$ cat src/rtl/vdp_bus_master_if.sv
// vdp_bus_master_if
//   Bundles the command/response handshake and the V9958 CPU-port pins
//   driven by vdp_bus_master.
//   master : the initiator (vdp_bus_master) side
//   slave  : the command source / VDP pin side (bench, boot sequencer)
//
//   cmd_valid/cmd_ready   command handshake
//   cmd_op[2:0]           0 REG_WR, 1 VRAM_WADDR, 2 VRAM_RADDR, 3 DATA_WR,
//                         4 DATA_RD, 5 STATUS_RD, 6-7 illegal
//   cmd_reg[5:0]          register / status number
//   cmd_addr[16:0]        VRAM address
//   cmd_data[7:0]         write data
//   rsp_valid/rsp_data    read result pulse / held read data
//   busy                  command in progress
//   mode/csw_n/csr_n/cdo  VDP port pins out, cdi read data in
interface vdp_bus_master_if;
  logic        cmd_valid;
  logic        cmd_ready;
  logic [2:0]  cmd_op;
  logic [5:0]  cmd_reg;
  logic [16:0] cmd_addr;
  logic [7:0]  cmd_data;
  logic        rsp_valid;
  logic [7:0]  rsp_data;
  logic        busy;
  logic [1:0]  mode;
  logic        csw_n;
  logic        csr_n;
  logic [7:0]  cdo;
  logic [7:0]  cdi;

  modport master (
    input  cmd_valid, cmd_op, cmd_reg, cmd_addr, cmd_data, cdi,
    output cmd_ready, rsp_valid, rsp_data, busy, mode, csw_n, csr_n, cdo
  );

  modport slave (
    output cmd_valid, cmd_op, cmd_reg, cmd_addr, cmd_data, cdi,
    input  cmd_ready, rsp_valid, rsp_data, busy, mode, csw_n, csr_n, cdo
  );
endinterface

$ cat src/rtl/vdp_bus_master.sv
// vdp_bus_master
//   CPU-side initiator for the V9958 I/O ports. Expands a high-level command
//   into up to five port micro-ops and runs each one as a timed bus cycle
//   SETUP -> STROBE -> HOLD -> RECOVER. Read data is captured from cdi on the
//   last strobe cycle and returned with a one-cycle rsp_valid pulse.
//
//   Ports:
//     clk    pixel clock
//     reset  synchronous, active high
//     bus    vdp_bus_master_if.master (command, response and VDP pins)
//
//   Build option:
//     VDPM_R14_EN  when defined, VRAM address commands first write R#14 with
//                  addr[16:14] (4 micro-ops, 128 KB reach); otherwise they are
//                  2 micro-ops and addr[16:14] is ignored.
//
//   Phase lengths must each be in 1..256 (8-bit phase counter).
module vdp_bus_master #(
  parameter int unsigned SETUP_CYC    = 2,
  parameter int unsigned STROBE_CYC   = 4,
  parameter int unsigned HOLD_CYC     = 2,
  parameter int unsigned RECOVERY_CYC = 4
) (
  input  logic             clk,
  input  logic             reset,
  vdp_bus_master_if.master bus
);

  localparam logic [2:0] StIdle    = 3'd0;
  localparam logic [2:0] StSetup   = 3'd1;
  localparam logic [2:0] StStrobe  = 3'd2;
  localparam logic [2:0] StHold    = 3'd3;
  localparam logic [2:0] StRecover = 3'd4;

  localparam logic [2:0] OpRegWr     = 3'd0;
  localparam logic [2:0] OpVramWaddr = 3'd1;
  localparam logic [2:0] OpVramRaddr = 3'd2;
  localparam logic [2:0] OpDataWr    = 3'd3;
  localparam logic [2:0] OpDataRd    = 3'd4;
  localparam logic [2:0] OpStatusRd  = 3'd5;

  localparam int unsigned CntW = 8;
  localparam logic [CntW-1:0] SetupLast   = CntW'(SETUP_CYC - 1);
  localparam logic [CntW-1:0] StrobeLast  = CntW'(STROBE_CYC - 1);
  localparam logic [CntW-1:0] HoldLast    = CntW'(HOLD_CYC - 1);
  localparam logic [CntW-1:0] RecoverLast = CntW'(RECOVERY_CYC - 1);

`ifdef VDPM_R14_EN
  localparam logic [2:0] AddrUops = 3'd4;
  localparam logic [2:0] AddrBase = 3'd0;
`else
  // Skipping the R#14 prefix: address micro-op table starts at entry 2.
  localparam logic [2:0] AddrUops = 3'd2;
  localparam logic [2:0] AddrBase = 3'd2;
`endif

  function automatic logic [2:0] uop_count(input logic [2:0] op);
    case (op)
      OpRegWr:                  return 3'd2;
      OpVramWaddr, OpVramRaddr: return AddrUops;
      OpDataWr, OpDataRd:       return 3'd1;
      OpStatusRd:               return 3'd5;
      default:                  return 3'd0;
    endcase
  endfunction

  // Micro-op encoding: {is_read, port, byte}.
  function automatic logic [9:0] uop_decode(input logic [2:0]  op,
                                            input logic [5:0]  rnum,
                                            input logic [16:0] addr,
                                            input logic [7:0]  data,
                                            input logic [2:0]  idx);
    logic [2:0] aidx;
    logic [9:0] u;
    aidx = idx + AddrBase;
    u    = '0;
    case (op)
      OpRegWr: u = (idx == 3'd0) ? {2'b01, data} : {2'b01, 2'b10, rnum};
      OpVramWaddr, OpVramRaddr: begin
        case (aidx)
          3'd0:    u = {2'b01, 5'b00000, addr[16:14]};
          3'd1:    u = {2'b01, 8'h8E};
          3'd2:    u = {2'b01, addr[7:0]};
          default: u = {2'b01, (op == OpVramWaddr) ? 2'b01 : 2'b00, addr[13:8]};
        endcase
      end
      OpDataWr: u = {2'b00, data};
      OpDataRd: u = {2'b10, 8'h00};
      OpStatusRd: begin
        // Select S#n, read it, then point R#15 back at S#0.
        case (idx)
          3'd0:    u = {2'b01, 2'b00, rnum};
          3'd1:    u = {2'b01, 8'h8F};
          3'd2:    u = {2'b11, 8'h00};
          3'd3:    u = {2'b01, 8'h00};
          default: u = {2'b01, 8'h8F};
        endcase
      end
      default: u = '0;
    endcase
    return u;
  endfunction

  logic [2:0]      state_q, state_d;
  logic [CntW-1:0] cnt_q, cnt_d;
  logic [2:0]      idx_q, idx_d;
  logic [2:0]      nuop_q, nuop_d;
  logic [2:0]      op_q, op_d;
  logic [5:0]      reg_q, reg_d;
  logic [16:0]     addr_q, addr_d;
  logic [7:0]      data_q, data_d;
  logic            rd_q, rd_d;
  logic [1:0]      mode_q, mode_d;
  logic [7:0]      cdo_q, cdo_d;
  logic [7:0]      rsp_data_q, rsp_data_d;
  logic            rsp_valid_q, rsp_valid_d;

  logic [2:0] first_n;
  logic [9:0] first_uop;
  logic [9:0] next_uop;

  always_comb begin
    first_n   = uop_count(bus.cmd_op);
    first_uop = uop_decode(bus.cmd_op, bus.cmd_reg, bus.cmd_addr, bus.cmd_data, 3'd0);
    next_uop  = uop_decode(op_q, reg_q, addr_q, data_q, idx_q + 3'd1);

    state_d     = state_q;
    cnt_d       = cnt_q;
    idx_d       = idx_q;
    nuop_d      = nuop_q;
    op_d        = op_q;
    reg_d       = reg_q;
    addr_d      = addr_q;
    data_d      = data_q;
    rd_d        = rd_q;
    mode_d      = mode_q;
    cdo_d       = cdo_q;
    rsp_data_d  = rsp_data_q;
    rsp_valid_d = 1'b0;

    case (state_q)
      StIdle: begin
        if (bus.cmd_valid) begin
          op_d   = bus.cmd_op;
          reg_d  = bus.cmd_reg;
          addr_d = bus.cmd_addr;
          data_d = bus.cmd_data;
          nuop_d = first_n;
          // Illegal ops decode to zero micro-ops and are simply dropped.
          if (first_n != 3'd0) begin
            state_d = StSetup;
            cnt_d   = '0;
            idx_d   = 3'd0;
            rd_d    = first_uop[9];
            mode_d  = {1'b0, first_uop[8]};
            if (!first_uop[9]) cdo_d = first_uop[7:0];
          end
        end
      end
      StSetup: begin
        if (cnt_q == SetupLast) begin
          state_d = StStrobe;
          cnt_d   = '0;
        end else begin
          cnt_d = cnt_q + 1'b1;
        end
      end
      StStrobe: begin
        if (cnt_q == StrobeLast) begin
          if (rd_q) rsp_data_d = bus.cdi;
          state_d = StHold;
          cnt_d   = '0;
        end else begin
          cnt_d = cnt_q + 1'b1;
        end
      end
      StHold: begin
        if (cnt_q == HoldLast) begin
          state_d = StRecover;
          cnt_d   = '0;
        end else begin
          cnt_d = cnt_q + 1'b1;
        end
      end
      StRecover: begin
        if (cnt_q == RecoverLast) begin
          cnt_d = '0;
          if (idx_q == nuop_q - 3'd1) begin
            state_d     = StIdle;
            rsp_valid_d = (op_q == OpDataRd) || (op_q == OpStatusRd);
          end else begin
            state_d = StSetup;
            idx_d   = idx_q + 3'd1;
            rd_d    = next_uop[9];
            mode_d  = {1'b0, next_uop[8]};
            if (!next_uop[9]) cdo_d = next_uop[7:0];
          end
        end else begin
          cnt_d = cnt_q + 1'b1;
        end
      end
      default: state_d = StIdle;
    endcase
  end

  always_ff @(posedge clk) begin
    if (reset) begin
      state_q     <= StIdle;
      cnt_q       <= '0;
      idx_q       <= '0;
      nuop_q      <= '0;
      op_q        <= '0;
      reg_q       <= '0;
      addr_q      <= '0;
      data_q      <= '0;
      rd_q        <= 1'b0;
      mode_q      <= 2'b00;
      cdo_q       <= 8'h00;
      rsp_data_q  <= 8'h00;
      rsp_valid_q <= 1'b0;
    end else begin
      state_q     <= state_d;
      cnt_q       <= cnt_d;
      idx_q       <= idx_d;
      nuop_q      <= nuop_d;
      op_q        <= op_d;
      reg_q       <= reg_d;
      addr_q      <= addr_d;
      data_q      <= data_d;
      rd_q        <= rd_d;
      mode_q      <= mode_d;
      cdo_q       <= cdo_d;
      rsp_data_q  <= rsp_data_d;
      rsp_valid_q <= rsp_valid_d;
    end
  end

  // Strobes decode from registered state only, so they cannot both be low.
  assign bus.cmd_ready = (state_q == StIdle) & ~reset;
  assign bus.busy      = (state_q != StIdle);
  assign bus.csw_n     = ~((state_q == StStrobe) & ~rd_q);
  assign bus.csr_n     = ~((state_q == StStrobe) & rd_q);
  assign bus.mode      = mode_q;
  assign bus.cdo       = cdo_q;
  assign bus.rsp_valid = rsp_valid_q;
  assign bus.rsp_data  = rsp_data_q;

endmodule

$ cat src/flat_wrapper.sv
// flat-port wrapper written by rule: the top's interface ports become plain ports
module vdp_bus_master_flat 
#(
  parameter int unsigned SETUP_CYC    = 2,
  parameter int unsigned STROBE_CYC   = 4,
  parameter int unsigned HOLD_CYC     = 2,
  parameter int unsigned RECOVERY_CYC = 4
)
  (clk, reset, bus_cmd_valid, bus_cmd_op, bus_cmd_reg, bus_cmd_addr, bus_cmd_data, bus_cdi, bus_cmd_ready, bus_rsp_valid, bus_rsp_data, bus_busy, bus_mode, bus_csw_n, bus_csr_n, bus_cdo);
  vdp_bus_master_if bus_i ();
  input  logic clk;
  input  logic reset;
  input wire logic [$bits(bus_i.cmd_valid)-1:0] bus_cmd_valid;
  input wire logic [$bits(bus_i.cmd_op)-1:0] bus_cmd_op;
  input wire logic [$bits(bus_i.cmd_reg)-1:0] bus_cmd_reg;
  input wire logic [$bits(bus_i.cmd_addr)-1:0] bus_cmd_addr;
  input wire logic [$bits(bus_i.cmd_data)-1:0] bus_cmd_data;
  input wire logic [$bits(bus_i.cdi)-1:0] bus_cdi;
  output wire logic [$bits(bus_i.cmd_ready)-1:0] bus_cmd_ready;
  output wire logic [$bits(bus_i.rsp_valid)-1:0] bus_rsp_valid;
  output wire logic [$bits(bus_i.rsp_data)-1:0] bus_rsp_data;
  output wire logic [$bits(bus_i.busy)-1:0] bus_busy;
  output wire logic [$bits(bus_i.mode)-1:0] bus_mode;
  output wire logic [$bits(bus_i.csw_n)-1:0] bus_csw_n;
  output wire logic [$bits(bus_i.csr_n)-1:0] bus_csr_n;
  output wire logic [$bits(bus_i.cdo)-1:0] bus_cdo;
  assign bus_i.cmd_valid = bus_cmd_valid;
  assign bus_i.cmd_op = bus_cmd_op;
  assign bus_i.cmd_reg = bus_cmd_reg;
  assign bus_i.cmd_addr = bus_cmd_addr;
  assign bus_i.cmd_data = bus_cmd_data;
  assign bus_i.cdi = bus_cdi;
  assign bus_cmd_ready = bus_i.cmd_ready;
  assign bus_rsp_valid = bus_i.rsp_valid;
  assign bus_rsp_data = bus_i.rsp_data;
  assign bus_busy = bus_i.busy;
  assign bus_mode = bus_i.mode;
  assign bus_csw_n = bus_i.csw_n;
  assign bus_csr_n = bus_i.csr_n;
  assign bus_cdo = bus_i.cdo;
  vdp_bus_master #(.SETUP_CYC(SETUP_CYC), .STROBE_CYC(STROBE_CYC), .HOLD_CYC(HOLD_CYC), .RECOVERY_CYC(RECOVERY_CYC)) u_core (.clk(clk), .reset(reset), .bus(bus_i));
endmodule
$ cat config.mk
export PLATFORM = sky130hd
export DESIGN_NAME = vdp_bus_master_flat
export DESIGN_NICKNAME = d
export VERILOG_FILES = /design/src/rtl/vdp_bus_master_if.sv /design/src/rtl/vdp_bus_master.sv /design/src/flat_wrapper.sv
export SDC_FILE = /design/constraint.sdc
export NUM_CORES = 1
export LEC_CHECK = 0
export CAP_MARGIN = 20
export CORE_AREA = 2 2 83 93
export CTS_CLUSTER_SIZE = 30
export DETAILED_ROUTE_END_ITERATION = 8
export DIE_AREA = 0 0 85 95
export HOLD_SLACK_MARGIN = 0.12
export PLACE_DENSITY = 0.89
export RECOVER_POWER = 50
export SETUP_SLACK_MARGIN = 0.02
export SLEW_MARGIN = 30
export SYNTH_ARGS = -nofsm -noshare
export SYNTH_HDL_FRONTEND = slang
export SYNTH_SLANG_ARGS = --single-unit
$ cat constraint.sdc
create_clock -name clk -period 2.6 [get_ports clk]
set_clock_uncertainty 0.1 [all_clocks]
set_input_delay 0.52 -clock clk [delete_from_list [all_inputs] [get_ports clk]]
set_output_delay 0.52 -clock clk [all_outputs]
set_load 0.005 [all_outputs]
==> summary.md <==
| Metric | Value |
|---|---|
| Outcome | `finished, final reports clean` |
| Number of slew-limit violations in the final report | `0` |
| Total standard cell area after synthesis | `3622 µm²` |
| Number of cells upsized or downsized after cts | `0` |
| Class of the worst hold path | `register to register` |
| Count of cell types in the netlist | `50` |
| Number of antenna repair diodes | `0` |
| Core footprint | `7226 µm²` |
| Final worst setup slack | `0.1487 ns` |
| Fraction of power consumed by the clock network | `32.8%` |
| Post-synth top area share | `38.69%` |
| Worst-Margin Slew | `0.8619 ns` |
| Cell chosen for the clock root | `sky130_fd_sc_hd__clkbuf_8` |
| Async set-or-reset flop fraction in the synthesized netlist | `0%` |
| Sequential element share of the synthesized area | `38.69%` |
| Top FF cell, synth | `sky130_fd_sc_hd__dfxtp_1` |
| Synthesized area divided by synthesized cell count | `7.892 µm²` |
| Multi-input combinational cell area | `2059 µm²` |
| Worst hold path startpoint | `u_core.addr_q[12]` |
| Average detailed-routed wire length per instance | `15.75 µm` |
| Initial antenna violation count | `0` |
| Drt pass-1 iters | `5` |
| Highest attainable clock frequency | `0.4080 GHz` |
| Number of hold buffers added after CTS | `0` |
| Congestion Overflow GR | `0` |
| Arrival @ worst endpoint | `1.83 ns` |
| Wire length reported by the detailed router | `9.720 mm` |
| Count of input and output buffers | `66` |
| Area leader, netlist | `sky130_fd_sc_hd__dfxtp_1` |
| Power per unit of standard cell area | `544.2 nW/µm²` |
| Die Outline Area | `8075 µm²` |
| Fill count | `610` |
| RD Place Congestion | `0.9232` |
| Kind of launch point of the worst setup path | `register` |
| Highest fanout seen on the critical path | `10` |
| Area of all sequential standard cells | `1404 µm²` |
| Remaining antenna violation count | `0` |
| Static leakage | `1.830 nW` |
| Setup repair after global routing missed its margin | `false` |
| Max_slew headroom | `42.10%` |
| Site row count | `33` |
| Power spent charging and discharging nets | `0.7141 mW` |
| Comb pwr share | `19.0%` |
| DRT iter0 DRCs | `329` |
| Final-layout worst hold slack | `0.3612 ns` |
| Die Wd | `85 µm` |
| Max cap viols | `0` |
| Via Count | `3615` |
| Final layout net count | `577` |
| Dominant cells by area after synthesis | `sky130_fd_sc_hd__dfxtp_1, sky130_fd_sc_hd__nand2_1, sky130_fd_sc_hd__a21oi_1` |
| Worst slack at placement | `0.04919 ns` |
| Final Hold Vio Count | `0` |
| Share of cells above drive strength 1 | `8.679%` |
| Worst skew pair latency | `0.35 ns` |
| Internal Power | `1.783 mW` |
| YS warnings | `0` |
| Maximum number of pins on one net before global-route repair | `49` |
| Critical Path Start | `u_core.state_q[1]` |
| Effective utilization at floorplan | `50.13%` |
| Per-cell via count in the routed design | `5.859` |
| Count of unresolved DRC violations after routing | `0` |
| Final critical delay including setup and external delays | `2.451 ns` |
| Sequential share of power | `48.2%` |
| Setup TNS | `0 ns` |
| Count of final setup violators | `0` |
| Gate Count Post-Synth | `459` |
| Count of boundary I/O pins | `68` |
| Syn nets | `511` |
| Final period utilization | `94.28%` |
| Leading cell type by number of instances after synthesis | `sky130_fd_sc_hd__nand2_1` |
| Area delta synth->final | `26.70%` |
| CTS Sinks | `70` |
| Vias in the first global route | `3477` |
| Estimated wirelength of the detail-placed design | `6.921 mm` |
| Core Util, Final | `63.52%` |
| Clock Path Buffers | `2` |
| Number of synthesized flops with an enable pin | `0` |
| TritonCTS clock tree | `done` |
| Required time of the critical path | `1.98 ns` |
| Critical register-to-register path startpoint | `u_core.idx_q[0]` |
| Net switching share of the total power | `28.60%` |
| Maximum VDD drop | `0.4036 mV` |
| Register clock-pin slew on the reported worst setup and hold paths | `0.07 ns` |
| Crit path capture type | `primary output` |
| Top cells by count, synth | `sky130_fd_sc_hd__nand2_1, sky130_fd_sc_hd__dfxtp_1, sky130_fd_sc_hd__a21oi_1` |
| Total GRT Usage | `24.93%` |
| Number of CTS-inserted buffers | `9` |
| Setup CP Type | `register to primary output` |
| Setup Buffers After CTS | `0` |
| Flop and latch count out of synthesis | `70` |
| Wire length of the first global-routing pass | `16.02 mm` |
| Height of the die | `95 µm` |
| H-tree levels | `3` |
cells by family (layout without fill, tap and decap cells):
kind of cell             Yosys count  after routing  share of synthesized area [%]
AO/OA/AOI/OAI                    117            117                          20.59
XOR/XNOR                          15             15                          4.214
adder cells (fa/ha/maj)            7              7                          2.418
buffers and inverters             39            110                          4.525
flip-flops                        70             70                          38.69
multiplexers                      24             24                          6.805
other                              1              1                         0.1035
AND/OR/NAND/NOR                  186            186                          22.66
worst max-delay path, cell delays in order (launching register included):
cell                              delay, ns
sky130_fd_sc_hd__dfxtp_1               0.42
sky130_fd_sc_hd__nor3_1                0.20
sky130_fd_sc_hd__clkbuf_1              0.20
sky130_fd_sc_hd__inv_1                 0.08
sky130_fd_sc_hd__nor2_1                0.08
sky130_fd_sc_hd__clkdlybuf4s50_1       0.50
metal layers:
| layer | wire, µm | track usage (%) |
|---|---|---|
| met5 | 0 | 0 |
| met1 | 3956 | 30.28 |
| met4 | 292 | 10.85 |
| met3 | 823 | 6.469 |
| met2 | 4648 | 41.67 |
final timing paths:
kind | endpoint | slack [ns] | depth (start not counted)
min reg2reg | u_core.addr_q[12] | 0.36 | 2
max reg2reg | u_core.bus.cdo[5] | 0.15 | 8
min | u_core.addr_q[12] | 0.36 | 2
max | bus_cmd_ready | 0.15 | 5
stage by stage:
step / instance area, µm² / power, mW / std cells
finish: 4589 / 2.497 / 617
global route: 4589 / 2.611 / 617
CTS: 4591 / 2.507 / 617
floorplan: 3622 / 1.492 / 459
detailed placement: 4404 / 1.695 / 601
global placement: 4404 / 1.677 / 601
flip-flops by register name (all words and copies together) (netlist names):
| signal | flops |
|---|---|
| u_core.nuop_q | 3 |
| u_core.data_q | 8 |
| u_core.op_q | 3 |
| u_core.addr_q | 17 |
| u_core.bus.mode | 1 |
| u_core.reg_q | 6 |
| u_core.idx_q | 3 |
| u_core.bus.rsp_valid | 1 |
| u_core.bus.rsp_data | 8 |
| u_core.cnt_q | 8 |
| u_core.rd_q | 1 |
| u_core.state_q | 3 |
| u_core.bus.cdo | 8 |
layout make-up:
cell class,count,share of cell area [%]
Sequential cell,70,30.59
Tap cell,87,2.372
Inverter,11,0.8997
Timing Repair Buffer,83,17.20
Clock inverter,3,0.3817
Multi-Input combinational cell,350,44.87
Clock buffer,13,3.680
layout by cell type (no fill, tap or decap), types with 2 or more instances in the layout:
cell                              netlist  layout
sky130_fd_sc_hd__a21o_1                 3       3
sky130_fd_sc_hd__clkbuf_8               0      12
sky130_fd_sc_hd__clkbuf_1              20       2
sky130_fd_sc_hd__a221o_1                6       6
sky130_fd_sc_hd__nand3b_1               2       2
sky130_fd_sc_hd__a311oi_1               3       3
sky130_fd_sc_hd__nand3_1                5       5
sky130_fd_sc_hd__dlygate4sd3_1          0       8
sky130_fd_sc_hd__clkdlybuf4s50_1        0      57
sky130_fd_sc_hd__nor2b_1                5       5
sky130_fd_sc_hd__inv_1                 11      11
sky130_fd_sc_hd__buf_4                  1      14
sky130_fd_sc_hd__a211oi_1               5       5
sky130_fd_sc_hd__nor2_1                36      36
sky130_fd_sc_hd__ha_1                   7       7
sky130_fd_sc_hd__a32o_1                 2       2
sky130_fd_sc_hd__nor4_1                 2       2
sky130_fd_sc_hd__nand4_1                5       5
sky130_fd_sc_hd__nor3_1                 5       5
sky130_fd_sc_hd__nand2_1              102     102
sky130_fd_sc_hd__dfxtp_2                0       2
sky130_fd_sc_hd__xor2_1                 8       8
sky130_fd_sc_hd__a21boi_0               3       3
sky130_fd_sc_hd__o21ai_0               20      20
sky130_fd_sc_hd__mux2i_1               19      19
sky130_fd_sc_hd__mux2_2                 5       5
sky130_fd_sc_hd__a32oi_1                9       9
sky130_fd_sc_hd__nor3b_1                2       2
sky130_fd_sc_hd__o21ai_1                2       2
sky130_fd_sc_hd__a221oi_1               3       3
sky130_fd_sc_hd__or3_1                  3       3
sky130_fd_sc_hd__and2_1                 6       5
sky130_fd_sc_hd__clkinv_2               0       2
sky130_fd_sc_hd__xnor2_1                5       5
sky130_fd_sc_hd__dfxtp_1               70      68
sky130_fd_sc_hd__a21oi_1               51      51
sky130_fd_sc_hd__a31oi_1                2       2
sky130_fd_sc_hd__and3_1                 9       9
power by group through the flow:
stage               Combinational (mW)  Clock, mW  Sequential (mW)
floorplan                        0.294          0             1.20
global placement                 0.456          0             1.22
detailed placement               0.471          0             1.22
CTS                              0.475      0.831             1.20
global route                     0.525      0.874             1.21
finish                           0.474      0.820             1.20
Power figures use the tool's default switching activity.
